`config.mk`:
```
export PLATFORM = sky130hd
export DESIGN_NAME = decouple_fifo
export DESIGN_NICKNAME = d
export VERILOG_FILES = /design/src/rtl/decouple_fifo.sv
export SDC_FILE = /design/constraint.sdc
export NUM_CORES = 1
export LEC_CHECK = 0
export ABC_AREA = 1
export CAP_MARGIN = 20
export CORE_ASPECT_RATIO = 1.1
export CORE_MARGIN = 2
export CORE_UTILIZATION = 30
export DETAILED_ROUTE_END_ITERATION = 7
export PLACE_DENSITY_LB_ADDON = 0.25
export SETUP_SLACK_MARGIN = 0.05
export SLEW_MARGIN = 5
export SYNTH_ARGS = -nofsm -noshare
export SYNTH_HDL_FRONTEND = slang
export SYNTH_SLANG_ARGS = --single-unit
```
`constraint.sdc`:
```
create_clock -name clk -period 2.05 [get_ports clk]
set_input_delay 0.205 -clock clk [delete_from_list [all_inputs] [get_ports clk]]
set_output_delay 0.205 -clock clk [all_outputs]
set_load 0.1 [all_outputs]
```
`src/rtl/decouple_fifo.sv`:
```
// Decoupling FIFO between two valid/ready channels: any integer DEPTH, occupancy count,
// almost-full flag and synchronous flush. Registered-only output controls, no din->dout bypass.
module decouple_fifo #(
  parameter int DIN       = 16,
  parameter int DEPTH     = 4,
  parameter int AFULL_LVL = DEPTH - 1
) (
  input  logic                       clk,
  input  logic                       rst,
  input  logic                       flush,
  input  logic [DIN-1:0]             din_data,
  input  logic                       din_valid,
  output logic                       din_ready,
  output logic [DIN-1:0]             dout_data,
  output logic                       dout_valid,
  input  logic                       dout_ready,
  output logic [$clog2(DEPTH+1)-1:0] count,
  output logic                       almost_full
);

  // Handshake: a word moves on a rising edge when valid and ready are both high in
  // the preceding cycle; valid never waits on ready, and a held head word stays stable.

  localparam int PW = (DEPTH > 1) ? $clog2(DEPTH) : 1;
  localparam int CW = $clog2(DEPTH + 1);

  logic [DIN-1:0] mem [DEPTH];
  logic [PW-1:0]  w_ptr;
  logic [PW-1:0]  r_ptr;
  logic [CW-1:0]  count_q;
  logic           full;
  logic           wr;
  logic           rd;

  // Outputs are gated by rst so they read idle while reset is held, even before the first edge.
  assign full        = (count_q == CW'(DEPTH));
  assign din_ready   = rst & ~full & ~flush;
  assign dout_valid  = rst & (count_q != '0);
  assign count       = rst ? count_q : '0;
  assign almost_full = rst & (count_q >= CW'(AFULL_LVL));
  assign dout_data   = mem[r_ptr];

  assign wr = din_valid & din_ready;
  assign rd = dout_valid & dout_ready;

  function automatic logic [PW-1:0] ptr_inc(input logic [PW-1:0] p);
    return (p == PW'(DEPTH - 1)) ? '0 : p + PW'(1);
  endfunction

  always_ff @(posedge clk) begin
    if (!rst) begin
      w_ptr   <= '0;
      r_ptr   <= '0;
      count_q <= '0;
    end else if (flush) begin
      w_ptr   <= '0;
      r_ptr   <= '0;
      count_q <= '0;
    end else begin
      if (wr) w_ptr <= ptr_inc(w_ptr);
      if (rd) r_ptr <= ptr_inc(r_ptr);
      case ({wr, rd})
        2'b10:   count_q <= count_q + CW'(1);
        2'b01:   count_q <= count_q - CW'(1);
        default: count_q <= count_q;
      endcase
    end
  end

  // Storage has no reset; wr already excludes reset and flush cycles.
  always_ff @(posedge clk) begin
    if (wr) mem[w_ptr] <= din_data;
  end

endmodule

```
# [After elaboration in Yosys (flattened, before gate mapping)]
# Memory sizes are Yosys's and may differ from the RTL's. A register that Yosys moved wholly into a read port is not among the register bits.
# Cells that the tools add are included.
# W data, S select, Z words.
[word_totals] ram_bits=64 in_bits=21 ff_bits=7 n_memories=1 out_inout_bits=22 wordCells=34
[memory_table] memory="mem" words=4 word_bits=16 rd=1 rd_ports_with_merged_regs=1 write_ports=1 line_no="27" text="logic [DIN-1:0] mem [DEPTH];"
[classes] n_reduce_logical=3 eq_ne=5 n_lt_le_gt_ge=1 bitwise=9 addsub=4 mux=8
[op_table] op="$mux W2" n=4
[op_table] op="$and A1 B1 Y1" n=6
[op_table] op="$eq A2 B2 Y1 const B" n=3
[op_table] op="$pmux W3 S2" n=1
[op_table] op="$add A2 B1 Y2 const B" n=2
[op_table] op="$add A3 B1 Y3 const B" n=1
[op_table] op="$eq A3 B3 Y1 const B" n=1
[op_table] op="$ge A3 B2 Y1 const B" n=1
[op_table] op="$mux W3" n=1
[op_table] op="$not A1 Y1" n=3
[op_table] op="$reduce_bool A3 Y1" n=1
[op_table] op="$sub A3 B1 Y3 const B" n=1
[op_table] op="$eq A2 B1 Y1 const B" n=1
[op_table] op="$mux W1" n=2
[op_table] op="$reduce_bool A2 Y1" n=1
[op_table] op="$reduce_or A2 Y1" n=1

# [Longest topological paths before layout]
# Gate-level depths: netlist of the first run.
[logic_depth] depth_word=7 ltp_mapped=13 mapped_depth_nobuf=13

# [Worst setup path after synthesis of the first run]
# Ideal clock, no wire load.
[synth_timing] path_type="register -> output" start="register count_q[0]" end="output almost_full" path_stages_with_launch=3 required_time_ns=1.845 n_path_buf=0 setup_slack_ns=-0.712 t_arrival_ns=2.557 cell_sequence="dfxtp_1 > inv_1 > o21ai_0"
[synth_via] elab_chain_cells=2
[synth_rtl] item="start: declaration" line_no="30" text="logic [CW-1:0] count_q;"
[synth_rtl] item="start signal: assignment" line_no="63" text="2'b10: count_q <= count_q + CW'(1);"
[synth_rtl] item="start signal: assignment" line_no="64" text="2'b01: count_q <= count_q - CW'(1);"
[synth_rtl] item="start signal: assignment" line_no="65" text="default: count_q <= count_q;"
[synth_rtl] item="$ge A3 B2 Y1" line_no="40" text="assign almost_full = rst & (count_q >= CW'(AFULL_LVL));"
[synth_rtl] item="$and A1 B1 Y1" line_no="40"
[synth_rtl] item="end: declaration" line_no="18" text="output logic almost_full"
# No other way between the ends.

==> summary.md, run 1 <==
| Metric | Value |
|---|---|
| Diode count | 0 |
| Power Total | roughly 3200 uW |
| Worst min path class | primary input to flip-flop |
| Clock root buffer | clkbuf_8 |
| Global-route wire length before repair | ~9600 microns |
| Setup TNS | 0 ns |
| Final setup fails | 0 |
| CP max stage delay | 0.33 ns |
| Final Core Density | 43.7% |
| Net Sw Power | between 700 and 800 uW |
| P_int | 2430 uW |
| CP endpoint kind | output port |
| Core Region | ~9400 sq um |
| Final Worst Setup Slack | about 0.23 ns |
| Highest Clock Rate | 550 MHz |
| H-tree depth | 3 |
| Syn Nets | 261 |
| Worst Path Max Fanout | 32 |
| Most common cell after layout, fill and taps aside | edfxtp_1 |
| Slew Viols, Final | 0 |
| Leakage | roughly 0.0015 uW |
| CTS tree | yes |
| Buffer and inverter count on the worst path | 2 |
| Hold_buf cts | 0 |
| Share of layout cells above drive strength 1 | a little over a quarter |
| Drt initial violations | 83 |
| Slew @ Worst Pin | about 0.33 ns |
| RR Startpoint | count_q[2] |
| Sw Ratio | between 20% and 30% |
| Synthesis Warnings | 0 |
| Number of synthesized register bits | between 70 and 80 |
| Die X | 97.9 microns |
| Clock Sinks | 73 |
| Gr usage total | between 10% and 20% |
| Largest net degree at the start of global routing | 33 |
| Max VDD drop | ~0.31 mV |
| Worst setup SP type | flip-flop |
| Wire length per cell | 14.1 microns |
| Clock share of power | between 30% and 40% |
| FF-to-FF path depth | 12 |
| Worst EP required | about 1.9 ns |
| Syn avg cell area | ~12 sq um |
| Slew Limit Headroom | slightly below 80% |
| Final clock skew | around 0.0066 ns |
| Fillcell total | a little under 900 |
| Area delta synth->final | 41.3% |
| Fin crit period | about 1.8 ns |
| Sequential Power Share | between 50 and 60% |
| Delay-heaviest family, CP | buffers and inverters |
| ANT nets after route | 0 |
| Worst endpoint data arrival time | 1.61 ns |
| Clk buf depth | 2 |
| Placed wire-length estimate | 3900 microns |
| Initial core utilization | a little over 30% |
| Pwr Density | around 770 nW/um^2 |
| Setup CP Type | flip-flop to output port |
| Remaining Overflow, GRT | 0 |
| Via Count | 1921 |
| # rows | 37 |
| Slowest CP cell | dfxtp_1 |
| Final Hold Fails | 0 |
| Reg-to-Reg End | count_q[2] |
| Die height | about 110 microns |
| Ports | 43 |
| Cell chain of the critical path | buf_4 -> o21ai_0 -> o22ai_2 -> buf_12 |
| IO buf count | 42 |
| Gate power share | roughly a tenth |
| Die area | approximately 11000 sq um |
| CP Depth | 4 |
| Reg clk slew, reported paths | 0.08 ns |
| NumNets Final | 322 |
| Most frequent cells in the layout | edfxtp_1 (64), nor2_1 (47), o21ai_0 (35), buf_12 (22) |
| Post-synthesis cell area | around 2900 sq um |
| TritonRoute pass-1 iters | 5 |
| Worst slack at placement | -0.102 ns |
| Register area share after synthesis | between 70 and 80% |
| Routed WL | just under 6000 microns |
| Unrepaired setup endpoints after global routing | false |
| Max-cap violation count | 0 |
| Flop2flop setup slack | 0.27 ns |
| Critical path endpoint | dout_data[3] |
| TritonCTS buffer count | 9 |
| Yosys cell types | 19 |
| Syn Inst Count | 233 |
| Vias in the first global route | around 1900 |
| Clk Latency, worst-skew pair | around 0.34 ns |
| GPL Wtd Cong | 0.748 |
| Initial antenna violation count | 0 |
| Vias/cell | 4.62 |
| Tcrit/Tclk final | between 80 and 90% |
| DRC | 0 |
| Status | finished clean |
how the worst min path moves through the flow:
stage | start | endpoint | slack (ns) | depth (start not counted)
detailed placement | count_q[0] | count_q[0] | 0.49 | 1
finish | din_data[10] | mem[0][10] | 0.50 | 1
CTS | din_data[10] | mem[0][10] | 0.49 | 1
floorplan | din_data[0] | mem[0][0] | 0.30 | 0
global route | din_data[7] | mem[3][7] | 0.52 | 1
global placement | count_q[0] | count_q[0] | 0.49 | 1
per-layer routing:
metal	vias to the layer above	track usage, %	part of all wire, %
met2	47	20.3	49
met1	924	14.2	44
met3	10	2.92	5.3
met4	0	6.35	2.1
li1	940	-	-
met5	-	0	0
repair_timing:
item	CTS	global route
gates resized for setup	1	1
buffers inserted	0	0
setup endpoints to repair	3	1
cell type report:
| cell class | instances | area, sq um | area share (%) |
|---|---|---|---|
| well taps | 117 | 146 | 3.56 |
| clock inverters | 6 | 91.3 | 2.22 |
| inverters | 22 | 82.6 | 2.01 |
| multi-input cells | 130 | 797 | 19.4 |
| clock buffers | 10 | 128 | 3.11 |
| flip-flops and latches | 73 | 2100 | 51.2 |
| repair buffers | 58 | 761 | 18.5 |
through the flow:
stage	instances	instance area (sq um)	hold WS, ns
final	416	4110	0.504
after global routing	416	4110	0.517
after CTS	416	4110	0.494
after detailed placement	400	3890	0.487
after global placement	400	3890	0.493
after floorplan	233	3020	0.304
worst reg2reg max path, stage by stage (launching register included):
cell     delay [ns]
dfxtp_1        0.37
nand2_1        0.13
nand3_4        0.10
nand2_1        0.06
inv_1          0.07
ha_1           0.15
inv_1          0.06
fa_1           0.38
nand2_1        0.09
nand3_1        0.09
nand2_1        0.08
nand2_1        0.05
nor2_1         0.09
sequential cells by signal, summed over array words and instances (netlist names), named ones only:
register  flops
count_q       3
r_ptr         2
mem          64
w_ptr         2
power by group through the flow:
stage	clock network [uW]	logic [uW]	registers (uW)
after floorplan	0	159	1670
after global placement	0	302	1670
after detailed placement	0	304	1670
after CTS	1250	305	1630
after global routing	1310	316	1630
final	1220	301	1630
cells by family (layout without fill, tap and decap cells):
family	Yosys count	after routing	share of synthesized area, %
buffers and inverters	30	96	4.13
and+or+nand+nor	69	69	10.4
adders and majority gates	7	7	3.27
DFF	73	73	72.3
AOI/OAI and AO/OA	54	54	9.98
synth_stat cells:
cell	count	area share, %
a21oi_1	2	0.34
buf_2	4	0.69
clkbuf_1	2	0.26
clkbuf_2	2	0.34
dfxtp_1	9	6.2
edfxtp_1	64	66
fa_1	1	0.69
ha_1	6	2.6
inv_1	20	2.6
inv_2	2	0.26
nand2_1	14	1.8
nand2_2	1	0.22
nand3_1	3	0.52
nand3_2	1	0.34
nand3_4	1	0.60
nor2_1	48	6.2
nor2_8	1	0.69
o21ai_0	36	6.2
o22ai_1	16	3.4
(Power assumes the default switching activity.)
==> inputs of run 2 (changes only) <==
Settings changed: GPL_TIMING_DRIVEN set to 0, TNS_END_PERCENT set to 50.
==> summary.md, run 2 (synthesized netlist as in run 1, its figures left out) <==
| Metric | Value |
|---|---|
| Status | finished clean |
| Max VDD drop | around 0.24 mV |
| H-tree depth | 3 |
| GPL Wtd Cong | ~0.71 |
| Worst setup SP type | flip-flop |
| Wl on met1 | roughly 2600 microns |
| Global-route wire length before repair | 9760 microns |
| Worst min path class | primary input to flip-flop |
| Worst endpoint data arrival time | between 1.5 and 2 ns |
| Sequential Area | ~2100 sq um |
| Power Total | between 2000 and 3000 uW |
| Gate power share | under 10% |
| DRC | 0 |
| Diode count | 0 |
| Tcrit/Tclk final | 93.1% |
| Most frequent cells in the layout | edfxtp_1 (64), nor2_1 (44), o21ai_0 (34), inv_1 (20), clkdlybuf4s50_1 (19) |
| Largest registers | mem x64, count_q x3 |
| Clock root buffer | clkbuf_8 |
| Pwr Density | approximately 750 nW/um^2 |
| Net Sw Power | about 660 uW |
| Core Region | approximately 9400 sq um |
| Leakage | roughly 0.0014 uW |
| Share of layout cells above drive strength 1 | 22.4% |
| Die X | roughly 100 microns |
| Placed wire-length estimate | ~4100 microns |
| Fin crit period | between 1.5 and 2 ns |
| Worst Path Max Fanout | 10 |
| # Post-CTS Setup Buffers | 0 |
| Placed insts | between 300 and 400 |
| Unrepaired setup endpoints after global routing | true |
| Hold_buf cts | 0 |
| Wire length per cell | 14.7 microns |
| Finished Layout Cells | about 410 |
| ANT nets after route | 0 |
| Clk buf depth | 2 |
| Final Hold Fails | 0 |
| Routed WL | 6060 microns |
| Gr usage total | 12.2% |
| Highest Clock Rate | 524 MHz |
| Area delta synth->final | 28.7% |
| Clk Latency, worst-skew pair | approximately 0.33 ns |
| Ports | 43 |
| Area of the multi-input gates | about 750 sq um |
| Initial antenna violation count | 0 |
| Vias/cell | about 4.6 |
| Setup CP Type | flip-flop to output port |
| Highest routed layer | met4 |
| Worst EP required | 1.85 ns |
| Reg clk slew, reported paths | 0.07 ns |
| Drt initial violations | 53 |
| Slew @ Worst Pin | ~0.96 ns |
| IO buf count | 42 |
| Die area | ~11000 sq um |
| Final setup fails | 0 |
| CP endpoint kind | output port |
| Most flops, register | mem |
| Largest net degree at the start of global routing | 13 |
| Most common cell after layout, fill and taps aside | edfxtp_1 |
| Clock share of power | between 30% and 40% |
| TritonRoute pass-1 iters | 4 |
| Slew Viols, Final | 0 |
| Slew Limit Headroom | about 37% |
| Largest register FFs | between 60 and 70 |
| Initial core utilization | a little under a third |
| Via Count | between 1500 and 2000 |
| Flop2flop setup slack | roughly 0.28 ns |
| Routed wl met3 | about 230 microns |
| CTS tree | yes |
| NumNets Final | between 300 and 400 |
| Remaining Overflow, GRT | 0 |
| # rows | 37 |
| TritonCTS buffer count | 9 |
| P_int | ~2100 uW |
| Met2 WL | around 3000 microns |
| Sequential Power Share | about three fifths |
| Die height | around 110 microns |
| Fillcell total | 916 |
| Final clock skew | 0.00701 ns |
| Max-cap violation count | 0 |
| Clock Sinks | 73 |
| Vias in the first global route | about 2000 |
| Sw Ratio | 23.7% |
-- run 2: cell count changes in the layout (fill, tap and decap cells not counted), moves of 3 or more --
cell and delta:
buf_6 +7, nor2_1 -3, o22ai_2 -7, o22ai_1 +7, buf_12 -22, buf_4 -5
clkdlybuf4s15_2 +3, nor2_2 +3, clkinv_2 +3, clkinvlp_4 -3, buf_2 +4
-- run 2: power groups by stage --
| stage | clock network (uW) | registers [uW] | logic, uW |
|---|---|---|---|
| 3_3_place_gp | 0 | 1670 | 249 |
| 6_report | 909 | 1630 | 251 |
| 4_1_cts | 928 | 1630 | 251 |
| 2_1_floorplan | 0 | 1670 | 155 |
| 3_5_place_dp | 0 | 1670 | 255 |
| 5_1_grt | 989 | 1630 | 266 |
-- run 2: path summary, 6_finish.rpt --
| check | start | to | cells after the start |
|---|---|---|---|
| worst max-delay path | flip-flop | dout_data[2] | 5 |
| worst min-delay path | rst | count_q[2] | 5 |
| worst max register to register | count_q[1] | count_q[2] | 13 |
| worst min register to register | count_q[0] | count_q[0] | 1 |
-- run 2: cell type report --
| type | instances | area share, % |
|---|---|---|
| buffer | 8 | 1.20 |
| clock inverter | 5 | 0.601 |
| sequential | 73 | 56.3 |
| multi-input combinational | 130 | 20.1 |
| inverter | 22 | 2.21 |
| timing repair buffer | 46 | 12.2 |
| clock buffer | 11 | 3.51 |
| tap | 117 | 3.91 |
-- run 2: per-layer routing --
| layer | GRT usage (%) | up-vias |
|---|---|---|
| li1 | - | 932 |
| met1 | 14.3 | 895 |
| met2 | 20.6 | 43 |
| met3 | 2.86 | 13 |
| met4 | 6.65 | 0 |
| met5 | 0 | - |
-- run 2: per-stage QoR --
stage	instance area, sq um	util (%)	setup WS, ns	TNS (ns)	hold WS (ns)
after detailed placement	3590	38.3	-0.622	-12.51	0.484
after global placement	3530	37.6	-0.804	-58.12	0.475
final	3740	39.8	0.141	0	0.335
after floorplan	2970	-	-0.375	-2.07	0.304
after global routing	3740	39.8	0.0327	0	0.376
after CTS	3710	39.5	-0.0455	-0.0455	0.497
-- run 2: worst max-delay path: stages, from the launching register on --
cell	delay, ns
dfxtp_1	0.36
inv_1	0.15
clkbuf_4	0.25
nor2_1	0.06
o22ai_1	0.28
buf_6	0.28
-- run 2: repair_timing --
action	4_1_cts	5_1_grt
setup endpoints to repair	22	18
endpoints found under the hold margin	0	0
gates cloned	0	0
gates resized for setup	112	16
==> inputs of run 3 (changes only) <==
Settings changed: ABC_CLOCK_PERIOD_IN_PS set to 2050, SLEW_MARGIN 5 to not set.
==> summary.md, run 3 (synthesized netlist as in run 1, its figures left out) <==
| Metric | Value |
|---|---|
| Status | finished clean |
| Placed insts | 395 |
| Cts repair resizes | roughly 110 |
| Fillcell total | ~930 |
| Most flops, register | mem |
| Vias/cell | about 4.5 |
| Worst setup SP type | flip-flop |
| Slew Limit Headroom | between 30% and 40% |
| Max-cap violation count | 0 |
| Final setup fails | 0 |
| IO buf count | 42 |
| CTS tree | yes |
| Share of layout cells above drive strength 1 | 21.8% |
| Worst EP required | between 1.5 and 2 ns |
| Slew Viols, Final | 0 |
| Slew @ Worst Pin | 0.946 ns |
| Fin crit period | 1.94 ns |
| Setup CP Type | flip-flop to output port |
| RR Startpoint | count_q[1] |
| Clock Sinks | 73 |
| # rows | 37 |
| Setup TNS | 0 ns |
| Pwr Density | 746 nW/um^2 |
| Die height | around 110 microns |
| NumNets Final | ~320 |
| DRC | 0 |
| Area of the multi-input gates | 758 sq um |
| Finished Layout Cells | a little over 400 |
| Flop2flop setup slack | 0.24 ns |
| Post-DP Area | 3580 sq um |
| Hold EP | count_q[2] |
| TritonCTS buffer count | 9 |
| CP endpoint kind | output port |
| Final Core Density | around two fifths |
| Worst min path class | primary input to flip-flop |
| Largest register FFs | between 60 and 70 |
| Initial core utilization | between 30% and 40% |
| Routed WL | ~6000 microns |
| Drt initial violations | 65 |
| TritonRoute pass-1 iters | 4 |
| H-tree depth | 3 |
| Placed wire-length estimate | 3990 microns |
| Reg clk slew, reported paths | ~0.07 ns |
| Hold path start | rst |
| Unrepaired setup endpoints after global routing | true |
| Max VDD drop | between 0.2 and 0.3 mV |
| Clk buf depth | 2 |
| Die X | a little under 100 microns |
| Die area | 10500 sq um |
| Vias in the first global route | between 1500 and 2000 |
| Via Count | 1864 |
| Diode count | 0 |
| Hold depth | 5 |
| Most frequent cells in the layout | edfxtp_1 (64), nor2_1 (44), o21ai_0 (33), inv_1 (20), clkdlybuf4s50_1 (19) |
| Hold_buf cts | 0 |
| Ports | 43 |
| Area delta synth->final | 28.9% |
| Highest Clock Rate | about 500 MHz |
| Final Hold Fails | 0 |
| Largest net degree at the start of global routing | 17 |
| FF-to-FF path depth | 13 |
| Worst endpoint data arrival time | between 1.5 and 2 ns |
| Worst Path Max Fanout | 10 |
| Global-route wire length before repair | between 9000 and 10000 microns |
| Leakage | approximately 0.0014 uW |
| Tcrit/Tclk final | 94.7% |
| Final clock skew | 0.00721 ns |
| Wire length per cell | approximately 15 microns |
| Core Region | around 9400 sq um |
| Sequential Area | 2100 sq um |
| Largest registers | mem x64, count_q x3 |
| # Post-CTS Setup Buffers | 0 |
| Remaining Overflow, GRT | 0 |
| Clk Latency, worst-skew pair | between 0.3 and 0.4 ns |
| ANT nets after route | 0 |
| Reg-to-Reg End | count_q[2] |
| Hold_ws | 0.341 ns |
| Gr usage total | roughly 12% |
| Most common cell after layout, fill and taps aside | edfxtp_1 |
| GPL Wtd Cong | around 0.7 |
| Clock root buffer | clkbuf_8 |
| Post-route cell area | between 3000 and 4000 sq um |
| Initial antenna violation count | 0 |
==> run 3: area by class of cell <==
class,instances,area share [%]
sequential,73,56.1
multi-input combinational,130,20.2
timing repair buffer,45,12.3
tap,117,3.91
clock buffer,11,3.50
inverter,22,2.20
buffer,8,1.13
clock inverter,5,0.601
==> run 3: stage by stage <==
step / worst slack [ns] / total power, uW
final: 0.109 / 2790
after global routing: 0.0309 / 2900
after CTS: -0.0347 / 2810
after detailed placement: -0.621 / 1920
after global placement: -0.804 / 1920
after floorplan: -0.375 / 1820
==> run 3: per-layer routing <==
layer  track usage, %  vias up  wire length (microns)
met2             20.4       51                   3020
met5                0        -                      0
met3             3.05       10                    301
met1             14.2      874                   2580
met4             6.94        0                    115
li1                 -      929                      -
==> run 3: worst max-delay path, cell delays in order, from the launching register on <==
cell     delay (ns)
dfxtp_1        0.36
inv_1          0.15
buf_2          0.24
o21ai_0        0.12
o22ai_1        0.26
buf_6          0.28
==> run 3: how the worst max path moves through the flow <==
stage / from / endpoint / slack, ns / cells past startpoint
after floorplan: flip-flop / dout_data[9] / -0.37 / 4
after global placement: rst / mem[3][13] / -0.80 / 5
after detailed placement: flip-flop / dout_data[10] / -0.62 / 5
after CTS: flip-flop / dout_data[3] / -0.03 / 5
after global routing: flip-flop / dout_data[2] / 0.03 / 5
final: flip-flop / dout_data[2] / 0.11 / 5
==> run 3: power by group <==
group,total (uW),switching [uW],leakage [uW],internal (uW)
clock,907,481,0.0000819,426
combinational,254,176,0.000645,78.7
sequential,1630,5.02,0.000652,1630
total,2790,662,0.00138,2130
